### src/rtl/axis_8b10b_encoder_if.sv
// Byte-stream in / code-group out bundle for the 8b/10b encoder.
// master = byte source plus code sink, slave = encoder.
interface axis_8b10b_encoder_if;
   logic [7:0] i_data;
   logic       i_is_k;
   logic       i_valid;
   logic       o_ready;
   logic [9:0] o_code;
   logic       o_code_valid;
   logic       i_code_ready;
   logic       o_is_idle;
   logic       o_k_err;
   logic       o_rd;

   modport master (
      output i_data, i_is_k, i_valid, i_code_ready,
      input  o_ready, o_code, o_code_valid, o_is_idle, o_k_err, o_rd
   );

   modport slave (
      input  i_data, i_is_k, i_valid, i_code_ready,
      output o_ready, o_code, o_code_valid, o_is_idle, o_k_err, o_rd
   );
endinterface

### src/rtl/axis_8b10b_encoder.sv
// 8b/10b encoder with running disparity and K28.5 idle fill.
// Optional periodic comma insertion: define ENC_COMMA_INSERT_EN.
module axis_8b10b_encoder #(
   parameter bit          IDLE_FILL    = 1'b1,
   parameter int unsigned COMMA_PERIOD = 16
) (
   input logic                 aclk,
   input logic                 reset,
   axis_8b10b_encoder_if.slave bus
);

   // 5b/6b codes in abcdei order, RD- column
   function automatic logic [5:0] tbl6(input logic [4:0] x);
      case (x)
         5'd0:  tbl6 = 6'b100111;
         5'd1:  tbl6 = 6'b011101;
         5'd2:  tbl6 = 6'b101101;
         5'd3:  tbl6 = 6'b110001;
         5'd4:  tbl6 = 6'b110101;
         5'd5:  tbl6 = 6'b101001;
         5'd6:  tbl6 = 6'b011001;
         5'd7:  tbl6 = 6'b111000;
         5'd8:  tbl6 = 6'b111001;
         5'd9:  tbl6 = 6'b100101;
         5'd10: tbl6 = 6'b010101;
         5'd11: tbl6 = 6'b110100;
         5'd12: tbl6 = 6'b001101;
         5'd13: tbl6 = 6'b101100;
         5'd14: tbl6 = 6'b011100;
         5'd15: tbl6 = 6'b010111;
         5'd16: tbl6 = 6'b011011;
         5'd17: tbl6 = 6'b100011;
         5'd18: tbl6 = 6'b010011;
         5'd19: tbl6 = 6'b110010;
         5'd20: tbl6 = 6'b001011;
         5'd21: tbl6 = 6'b101010;
         5'd22: tbl6 = 6'b011010;
         5'd23: tbl6 = 6'b111010;
         5'd24: tbl6 = 6'b110011;
         5'd25: tbl6 = 6'b100110;
         5'd26: tbl6 = 6'b010110;
         5'd27: tbl6 = 6'b110110;
         5'd28: tbl6 = 6'b001110;
         5'd29: tbl6 = 6'b101110;
         5'd30: tbl6 = 6'b011110;
         default: tbl6 = 6'b101011;
      endcase
   endfunction

   function automatic logic [3:0] tbl4d(input logic [2:0] y);
      case (y)
         3'd0: tbl4d = 4'b1011;
         3'd1: tbl4d = 4'b1001;
         3'd2: tbl4d = 4'b0101;
         3'd3: tbl4d = 4'b1100;
         3'd4: tbl4d = 4'b1101;
         3'd5: tbl4d = 4'b1010;
         3'd6: tbl4d = 4'b0110;
         default: tbl4d = 4'b1110;
      endcase
   endfunction

   function automatic logic [3:0] tbl4k(input logic [2:0] y);
      case (y)
         3'd0: tbl4k = 4'b1011;
         3'd1: tbl4k = 4'b0110;
         3'd2: tbl4k = 4'b1010;
         3'd3: tbl4k = 4'b1100;
         3'd4: tbl4k = 4'b1101;
         3'd5: tbl4k = 4'b0101;
         3'd6: tbl4k = 4'b1001;
         default: tbl4k = 4'b0111;
      endcase
   endfunction

   function automatic logic k_legal(input logic [7:0] d);
      logic [4:0] x;
      x = d[4:0];
      k_legal = (x == 5'd28) ||
                (d[7:5] == 3'd7 &&
                 (x == 5'd23 || x == 5'd27 ||
                  x == 5'd29 || x == 5'd30));
   endfunction

   // Returns {rd_after, abcdei, fghj}; illegal K maps to K28.5
   function automatic logic [10:0] enc(
      input logic [7:0] d,
      input logic       k,
      input logic       rd
   );
      logic [4:0] x;
      logic [2:0] y;
      logic [5:0] s6;
      logic [3:0] s4;
      logic       rd6;
      logic       alt;
      x = d[4:0];
      y = d[7:5];
      if (k && !k_legal(d)) begin
         x = 5'd28;
         y = 3'd5;
      end
      s6 = (k && x == 5'd28) ? 6'b001111 : tbl6(x);
      if (rd && ($countones(s6) != 3 || x == 5'd7))
         s6 = ~s6;
      rd6 = rd ^ ($countones(s6) != 3);
      alt = 1'b0;
      if (k) begin
         s4 = tbl4k(y);
         if (rd6) s4 = ~s4;
      end else begin
         alt = (y == 3'd7) &&
               ((!rd6 && (x == 5'd17 || x == 5'd18 || x == 5'd20)) ||
                ( rd6 && (x == 5'd11 || x == 5'd13 || x == 5'd14)));
         s4 = alt ? 4'b0111 : tbl4d(y);
         if (rd6 && ($countones(s4) != 2 || y == 3'd3))
            s4 = ~s4;
      end
      enc = {rd6 ^ ($countones(s4) != 2), s6, s4};
   endfunction

   function automatic logic [9:0] rev10(input logic [9:0] v);
      for (int i = 0; i < 10; i++) rev10[i] = v[9-i];
   endfunction

   logic [9:0]  code_q, code_d;
   logic        vld_q, vld_d;
   logic        idle_q, idle_d;
   logic        kerr_q, kerr_d;
   logic        rd_q, rd_d;
   logic        slot, take, load_k, force_comma;
   logic [10:0] enc_dat, enc_k;

   assign enc_dat = enc(bus.i_data, bus.i_is_k, rd_q);
   assign enc_k   = enc(8'hBC, 1'b1, rd_q);

   assign slot        = !vld_q || bus.i_code_ready;
   assign bus.o_ready = slot && !force_comma && !reset;
   assign take        = bus.i_valid && bus.o_ready;
   assign load_k      = slot && !take && (force_comma || IDLE_FILL);

`ifdef ENC_COMMA_INSERT_EN
   localparam int unsigned CW = $clog2(COMMA_PERIOD + 1);

   logic [CW-1:0] cnt_q, cnt_d;

   assign force_comma = (cnt_q == CW'(COMMA_PERIOD));

   always_comb begin
      cnt_d = cnt_q;
      if (load_k)
         cnt_d = '0;
      else if (take && !force_comma)
         cnt_d = cnt_q + 1'b1;
   end

   always_ff @(posedge aclk) begin
      if (reset) cnt_q <= '0;
      else       cnt_q <= cnt_d;
   end
`else
   assign force_comma = 1'b0;
`endif

   always_comb begin
      code_d = code_q;
      vld_d  = vld_q;
      idle_d = idle_q;
      kerr_d = kerr_q;
      rd_d   = rd_q;
      if (take) begin
         code_d = rev10(enc_dat[9:0]);
         rd_d   = enc_dat[10];
         vld_d  = 1'b1;
         idle_d = 1'b0;
         kerr_d = bus.i_is_k && !k_legal(bus.i_data);
      end else if (load_k) begin
         code_d = rev10(enc_k[9:0]);
         rd_d   = enc_k[10];
         vld_d  = 1'b1;
         idle_d = 1'b1;
         kerr_d = 1'b0;
      end else if (slot) begin
         vld_d  = 1'b0;
      end
   end

   always_ff @(posedge aclk) begin
      if (reset) begin
         code_q <= '0;
         vld_q  <= 1'b0;
         idle_q <= 1'b0;
         kerr_q <= 1'b0;
         rd_q   <= 1'b0;
      end else begin
         code_q <= code_d;
         vld_q  <= vld_d;
         idle_q <= idle_d;
         kerr_q <= kerr_d;
         rd_q   <= rd_d;
      end
   end

   assign bus.o_code       = code_q;
   assign bus.o_code_valid = vld_q;
   assign bus.o_is_idle    = idle_q;
   assign bus.o_k_err      = kerr_q;
   assign bus.o_rd         = rd_q;

endmodule
### src/flat_wrapper.sv
// flat-port wrapper written by rule: the top's interface ports become plain ports
module axis_8b10b_encoder_flat 
#(
   parameter bit          IDLE_FILL    = 1'b1,
   parameter int unsigned COMMA_PERIOD = 16
)
  (aclk, reset, bus_i_data, bus_i_is_k, bus_i_valid, bus_i_code_ready, bus_o_ready, bus_o_code, bus_o_code_valid, bus_o_is_idle, bus_o_k_err, bus_o_rd);
  axis_8b10b_encoder_if bus_i ();
  input logic aclk;
  input logic reset;
  input wire logic [$bits(bus_i.i_data)-1:0] bus_i_data;
  input wire logic [$bits(bus_i.i_is_k)-1:0] bus_i_is_k;
  input wire logic [$bits(bus_i.i_valid)-1:0] bus_i_valid;
  input wire logic [$bits(bus_i.i_code_ready)-1:0] bus_i_code_ready;
  output wire logic [$bits(bus_i.o_ready)-1:0] bus_o_ready;
  output wire logic [$bits(bus_i.o_code)-1:0] bus_o_code;
  output wire logic [$bits(bus_i.o_code_valid)-1:0] bus_o_code_valid;
  output wire logic [$bits(bus_i.o_is_idle)-1:0] bus_o_is_idle;
  output wire logic [$bits(bus_i.o_k_err)-1:0] bus_o_k_err;
  output wire logic [$bits(bus_i.o_rd)-1:0] bus_o_rd;
  assign bus_i.i_data = bus_i_data;
  assign bus_i.i_is_k = bus_i_is_k;
  assign bus_i.i_valid = bus_i_valid;
  assign bus_i.i_code_ready = bus_i_code_ready;
  assign bus_o_ready = bus_i.o_ready;
  assign bus_o_code = bus_i.o_code;
  assign bus_o_code_valid = bus_i.o_code_valid;
  assign bus_o_is_idle = bus_i.o_is_idle;
  assign bus_o_k_err = bus_i.o_k_err;
  assign bus_o_rd = bus_i.o_rd;
  axis_8b10b_encoder #(.IDLE_FILL(IDLE_FILL), .COMMA_PERIOD(COMMA_PERIOD)) u_core (.aclk(aclk), .reset(reset), .bus(bus_i));
endmodule
### config.mk
export PLATFORM = sky130hd
export DESIGN_NAME = axis_8b10b_encoder_flat
export DESIGN_NICKNAME = d
export VERILOG_FILES = /design/src/rtl/axis_8b10b_encoder_if.sv /design/src/rtl/axis_8b10b_encoder.sv /design/src/flat_wrapper.sv
export SDC_FILE = /design/constraint.sdc
export NUM_CORES = 1
export LEC_CHECK = 0
export CAP_MARGIN = 10
export CORE_ASPECT_RATIO = 0.9
export CORE_UTILIZATION = 56
export DETAILED_ROUTE_END_ITERATION = 16
export PLACE_DENSITY = 0.83
export SYNTH_ARGS = -nofsm -noshare
export SYNTH_HDL_FRONTEND = slang
export SYNTH_SLANG_ARGS = --single-unit
### constraint.sdc
create_clock -name aclk -period 14.65 [get_ports aclk]
set_input_delay 2.93 -clock aclk [delete_from_list [all_inputs] [get_ports aclk]]
set_output_delay 2.93 -clock aclk [all_outputs]
set_load 0.02 [all_outputs]
# Word-level counts from Yosys, hierarchy flattened

Memories as Yosys holds them, arrays and structs flattened.
Index checks and enable logic that the tools add are counted.

Bits in read-only memories: 192
Memories kept: 1
Flip-flop bits (word level): 14

Bitwise logic cells: 7
Mux-type cells: 23
Add/sub/neg operators: 24
Reductions and logical operators: 32
Eq/ne operators: 27

Memories:

| name            | depth | width | rd ports | clocked after Yosys merged registers in | wr ports | line                     | text |
|---|---|---|---|---|---|---|---|
| (no name shown) | 32    | 6     | 1        | 0                                       | 0        | axis_8b10b_encoder.sv:14 | `case (x)` |

Operator list:

| operator              | count |
|---|---|
| $add A32 B32 Y32      | 9 |
| $ne A32 B3 Y1 const B | 6 |
| $pmux W4 S7           | 2 |
| $eq A5 B5 Y1 const B  | 9 |
| $add A1 B1 Y2         | 15 |
| $mux W4               | 7 |
| $mux W10              | 2 |
| $mux W6               | 3 |
| $eq A3 B3 Y1 const B  | 5 |
| $eq A5 B4 Y1 const B  | 3 |
| $logic_or A1 B1 Y1    | 12 |
| $logic_and A1 B1 Y1   | 11 |
| $not A4 Y4            | 2 |
| $mux W1               | 7 |
| $eq A3 B2 Y1 const B  | 2 |
| $not A6 Y6            | 1 |
| $eq A5 B3 Y1 const B  | 1 |
| $logic_not A1 Y1      | 5 |
| $mux W5               | 1 |
| $xor A1 B1 Y1         | 4 |
| $eq A3 B1 Y1 const B  | 1 |
| $logic_not A3 Y1      | 1 |
| $mux W3               | 1 |
| $reduce_bool A3 Y1    | 1 |
| 2 further kinds       | 2 |

# Longest topological paths before layout

Depth in word-level cells: 41
Depth in mapped cells: 43
Depth with buffers taken out: 42

# Worst setup path before layout

No wires, ideal clock.

Path kind: input port to flip-flop
From: input port bus_i_data[3]
To: register u_core.rd_q, in the netlist u_core.bus.o_rd
Stages on the path: 39
Slack: 2.389 ns
Buffers on the path: 1
Arrival time: 12.176 ns
Setup time: 0.086 ns
Cells stage by stage: buf_2 -> xnor2_1 -> a311o_1 -> a21oi_1 -> inv_1 -> ha_1 -> nand2b_1 -> a31oi_1 -> a22oi_1 -> o32a_1 -> ha_1 -> fa_1 -> ha_1 -> nand3_1 -> o21ai_1 -> or2_2 -> mux2i_1 -> fa_1 -> [... 3 more ...] -> nand3_1 -> a21oi_1 -> o21ai_0 -> ha_1 -> ha_1 -> fa_1 -> nor3b_2 -> o41ai_2 -> or3_1 -> a211o_1 -> nand2_1 -> ha_1 -> ha_1 -> fa_1 -> nand2_1 -> xnor2_1 -> a21oi_1 -> a211oi_1

Cells in the longest elaborated chain, start to end: 41
Elaborated cells on any way between the ends: 81

Ends and longest elaborated chain:

| item                                                    | line                      | text |
|---|---|---|
| start, declared                                         | flat_wrapper.sv:11        | `input wire logic [$bits(bus_i.i_data)-1:0] bus_i_data;` |
| branches (longest 39 deep; another with $mem_v2 Z32 W6) | n/a                       |  |
| $xor A1 B1 Y1 *                                         | axis_8b10b_encoder.sv:119 | `enc = {rd6 ^ ($countones(s4) != 2), s6, s4};` |
| $mux W1 *                                               | axis_8b10b_encoder.sv:171 | `if (take) begin` |
| end signal, assigned                                    | axis_8b10b_encoder.sv:200 | `rd_q <= rd_d;` |
| end, declared                                           | axis_8b10b_encoder.sv:130 | `logic rd_q, rd_d;` |

Every way passes the cells marked *. The select of a mux whose other input is x is not followed.
A chain may end at the register's enable or synchronous reset.

# Worst setup path after layout

From: input port bus_i_data[7]
To: register u_core.rd_q, in the netlist u_core.bus.o_rd

Cells in the longest elaborated chain, start to end: 38
Elaborated cells on any way between the ends: 74

Ends and longest elaborated chain:

| item                                                      | line |
|---|---|
| branches (longest 36 deep; another with $add A32 B32 Y32) | n/a |
| $xor A1 B1 Y1 *                                           | axis_8b10b_encoder.sv:119 |
| $mux W1 *                                                 | axis_8b10b_encoder.sv:171 |

Marked as above.

==> summary.md <==
| Metric | Value |
|---|---|
| Clock slew at reported path FFs | 0.06 ns |
| CP Launch Type | input pin |
| CP Capture Type | flip-flop |
| Slew @ Worst Pin | 0.792 ns |
| Drt via density | 6.32 |
| Post-Syn Instances | 276 |
| # hold bufs at CTS | 0 |
| CTS root buf | clkbuf_8 |
| # diodes | 0 |
| Vias in the first global route | 1906 |
| First-pass GRT wire length | 8930 µm |
| Port bufs | 27 |
| Synth top area share | 13.5% |
| Fin crit share | 92.0% |
| Crit path time final | 13.48 ns |
| PwrDens | 145 mW/mm² |
| Yosys reg bits | 14 |
| Fin. Hold Viols | 0 |
| Internal | 0.194 mW |
| Syn Nets | 312 |
| Max_slew headroom | 47.1% |
| CP required | 14.81 ns |
| Routed length per instance | 15.5 µm |
| Setup violations, final | 0 |
| Max Clock Freq | 74.2 MHz |
| Post-CTS setup buffers | 0 |
| Library cells used by synthesis | 60 |
| Via count | 2137 |
| Final Slew Violations | 0 |
| DRC viols | 0 |
| Flop pwr share | 15.6% |
| Layout Cells excl Fill | 338 |
| Combinational power share | 73.8% |
| Most common cell after layout, fill and taps aside | nor2_1 |
| CTS sink count | 14 |
| Inst Count DP | 334 |
| Setup WS post-layout | 1.17 ns |
| Die height | 59.7 µm |
| Crit path kind | input pin to flip-flop |
| Sw power | 0.155 mW |
| CTS resizes | 0 |
| Syn_area_per_cell | 7.51 µm² |
| EDFF count, synth | 0 |
| Crit path largest cell delay | 0.75 ns |
| Routability cong. | 0.894 |
| Starting Density | 60.0% |
| Largest cells by area after synthesis | dfxtp_1, ha_1, a21oi_1 |
| Highest-count cells in the layout ignoring fill and taps | nor2_1, nand2_1, clkdlybuf4s50_1 |
| Post-synth ARST share | 0% |
| Layout Nets | 331 |
| Total die area | 0.00395 mm² |
| Worst path slowest cell | clkdlybuf4s50_1 |
| Area grow syn2layout | 16.5% |
| Clk pwr share | 10.6% |
| Net Sw Frac | 44.4% |
| P_leak | 1.00 nW |
| Outcome | complete, no violations |
| Total grt overflow | 0 |
| Post-route ant nets | 0 |
| Post-Route Skew | 0.00426 ns |
| Hold crit path type | flip-flop to flip-flop |
| Total power | 0.349 mW |
| Pin count of the biggest net entering global routing | 24 |
| Clk_lat worst skew | 0.25 ns |
| I/O pin count | 28 |
| DP Wirelength | 3990 µm |
| RSZ-0062 raised after global routing | no |
| Drt first pass iters | 4 |
| Fin util | 69.9% |
| CTS tree | done |
| H-tree level count | 1 |
| Peak supply drop | 0.136 mV |
| Overall routing resource usage | 29.0% |
| FP Rows | 20 |
| DRT iter0 DRCs | 222 |
| Cell mode on critical path | ha_1 |
| CP Data Arrival Time | 13.64 ns |
| Core area | 0.00345 mm² |
| Dpl ws | 0.673 ns |
| Mapped cell area | 0.00207 mm² |
| Clock Path Buffers | 2 |
| Crit Path Max Fanout | 13 |
| Drt total wl | 5230 µm |
| Die Wd | 66.1 µm |
| Sequential share of the synthesized area | 13.5% |
| Max-cap check violation count | 0 |
| Main synth FF type | dfxtp_1 |
| Antenna violations before repair | 0 |
| Synth area leader | dfxtp_1 |
| Setup TNS | 0 ns |
| Reg2reg setup slack | 7.83 ns |
| CTS Buf Count | 3 |
| Yosys warning total | 0 |
| Layout cells sized above 1 | 8.50% |
path summary, 6_finish.rpt:
path,start,to,cells after the start
setup / recovery,bus_i_data[7],u_core.bus.o_rd$_SDFFE_PP0P_,42
hold / removal,u_core.bus.o_code[4]$_SDFFE_PP0P_,u_core.bus.o_code[4]$_SDFFE_PP0P_,1
setup reg to reg,u_core.bus.o_rd$_SDFFE_PP0P_,u_core.bus.o_rd$_SDFFE_PP0P_,26
hold reg to reg,u_core.bus.o_code[4]$_SDFFE_PP0P_,u_core.bus.o_code[4]$_SDFFE_PP0P_,1
sequential cells by signal, indices dropped and copies added, names as in the netlist:
register / count
u_core.bus.o_code_valid: 1
u_core.bus.o_k_err: 1
u_core.bus.o_is_idle: 1
u_core.bus.o_code: 10
u_core.bus.o_rd: 1
cells in the mapped netlist (6+ instances only):
cell / count
a21oi_1: 22
a31oi_1: 6
clkbuf_1: 11
dfxtp_1: 14
ha_1: 18
inv_1: 11
mux2i_1: 6
nand2_1: 26
nand3_1: 8
nor2_1: 27
o21ai_0: 14
or3_1: 6
xnor2_1: 10
stage by stage:
step	hold slack, ns	area (µm²)
after detailed placement	0.440	2360
after floorplan	0.530	2070
after global placement	0.438	2360
final	0.467	2410
after global routing	0.470	2410
after CTS	0.460	2410
cell type report:
cell class              instances  area [µm²]
multi-input cells             232        1670
fillers                       286        1040
repair buffers                 31         303
flip-flops and latches         14         280
clock buffers                   4        55.1
well taps                      44        55.1
inverters                      13        48.8
worst max-delay path: cells and delay by family:
family / cells / cell delay (ns)
AOI/OAI and AO/OA: 12 / 3.07
xor gates and xnor gates: 2 / 0.26
adders and majority gates: 12 / 3.92
buffers and inverters: 4 / 1.32
muxes: 1 / 0.22
and+or+nand+nor: 11 / 1.90
layer usage:
metal	up-vias	track usage [%]	share of wire, %
met3	7	5.92	6.6
met4	0	4.56	0.88
met1	989	42.5	50
met2	87	44.6	43
met5	-	0	0
li1	1054	-	-
power by group through the flow:
stage,registers (mW),logic (mW),clock network [mW]
4_1_cts,0.0544,0.257,0.0374
3_5_place_dp,0.0552,0.255,0
3_3_place_gp,0.0548,0.251,0
5_1_grt,0.0555,0.291,0.0400
6_report,0.0546,0.257,0.0370
2_1_floorplan,0.0641,0.184,0
kinds of logic (layout without fill, tap and decap cells):
| logic type | Yosys count | after routing | share of synthesized area [%] |
|---|---|---|---|
| flip-flops | 14 | 14 | 13.5 |
| AO/OA/AOI/OAI | 93 | 93 | 31.3 |
| XOR/XNOR | 11 | 11 | 5.55 |
| AND/OR/NAND/NOR | 95 | 95 | 22.6 |
| buffers and inverters | 30 | 48 | 5.79 |
| adder cells (fa/ha/maj) | 23 | 23 | 15.7 |
| multiplexers | 10 | 10 | 5.61 |
No activity file was read; power rests on OpenSTA's default activity.
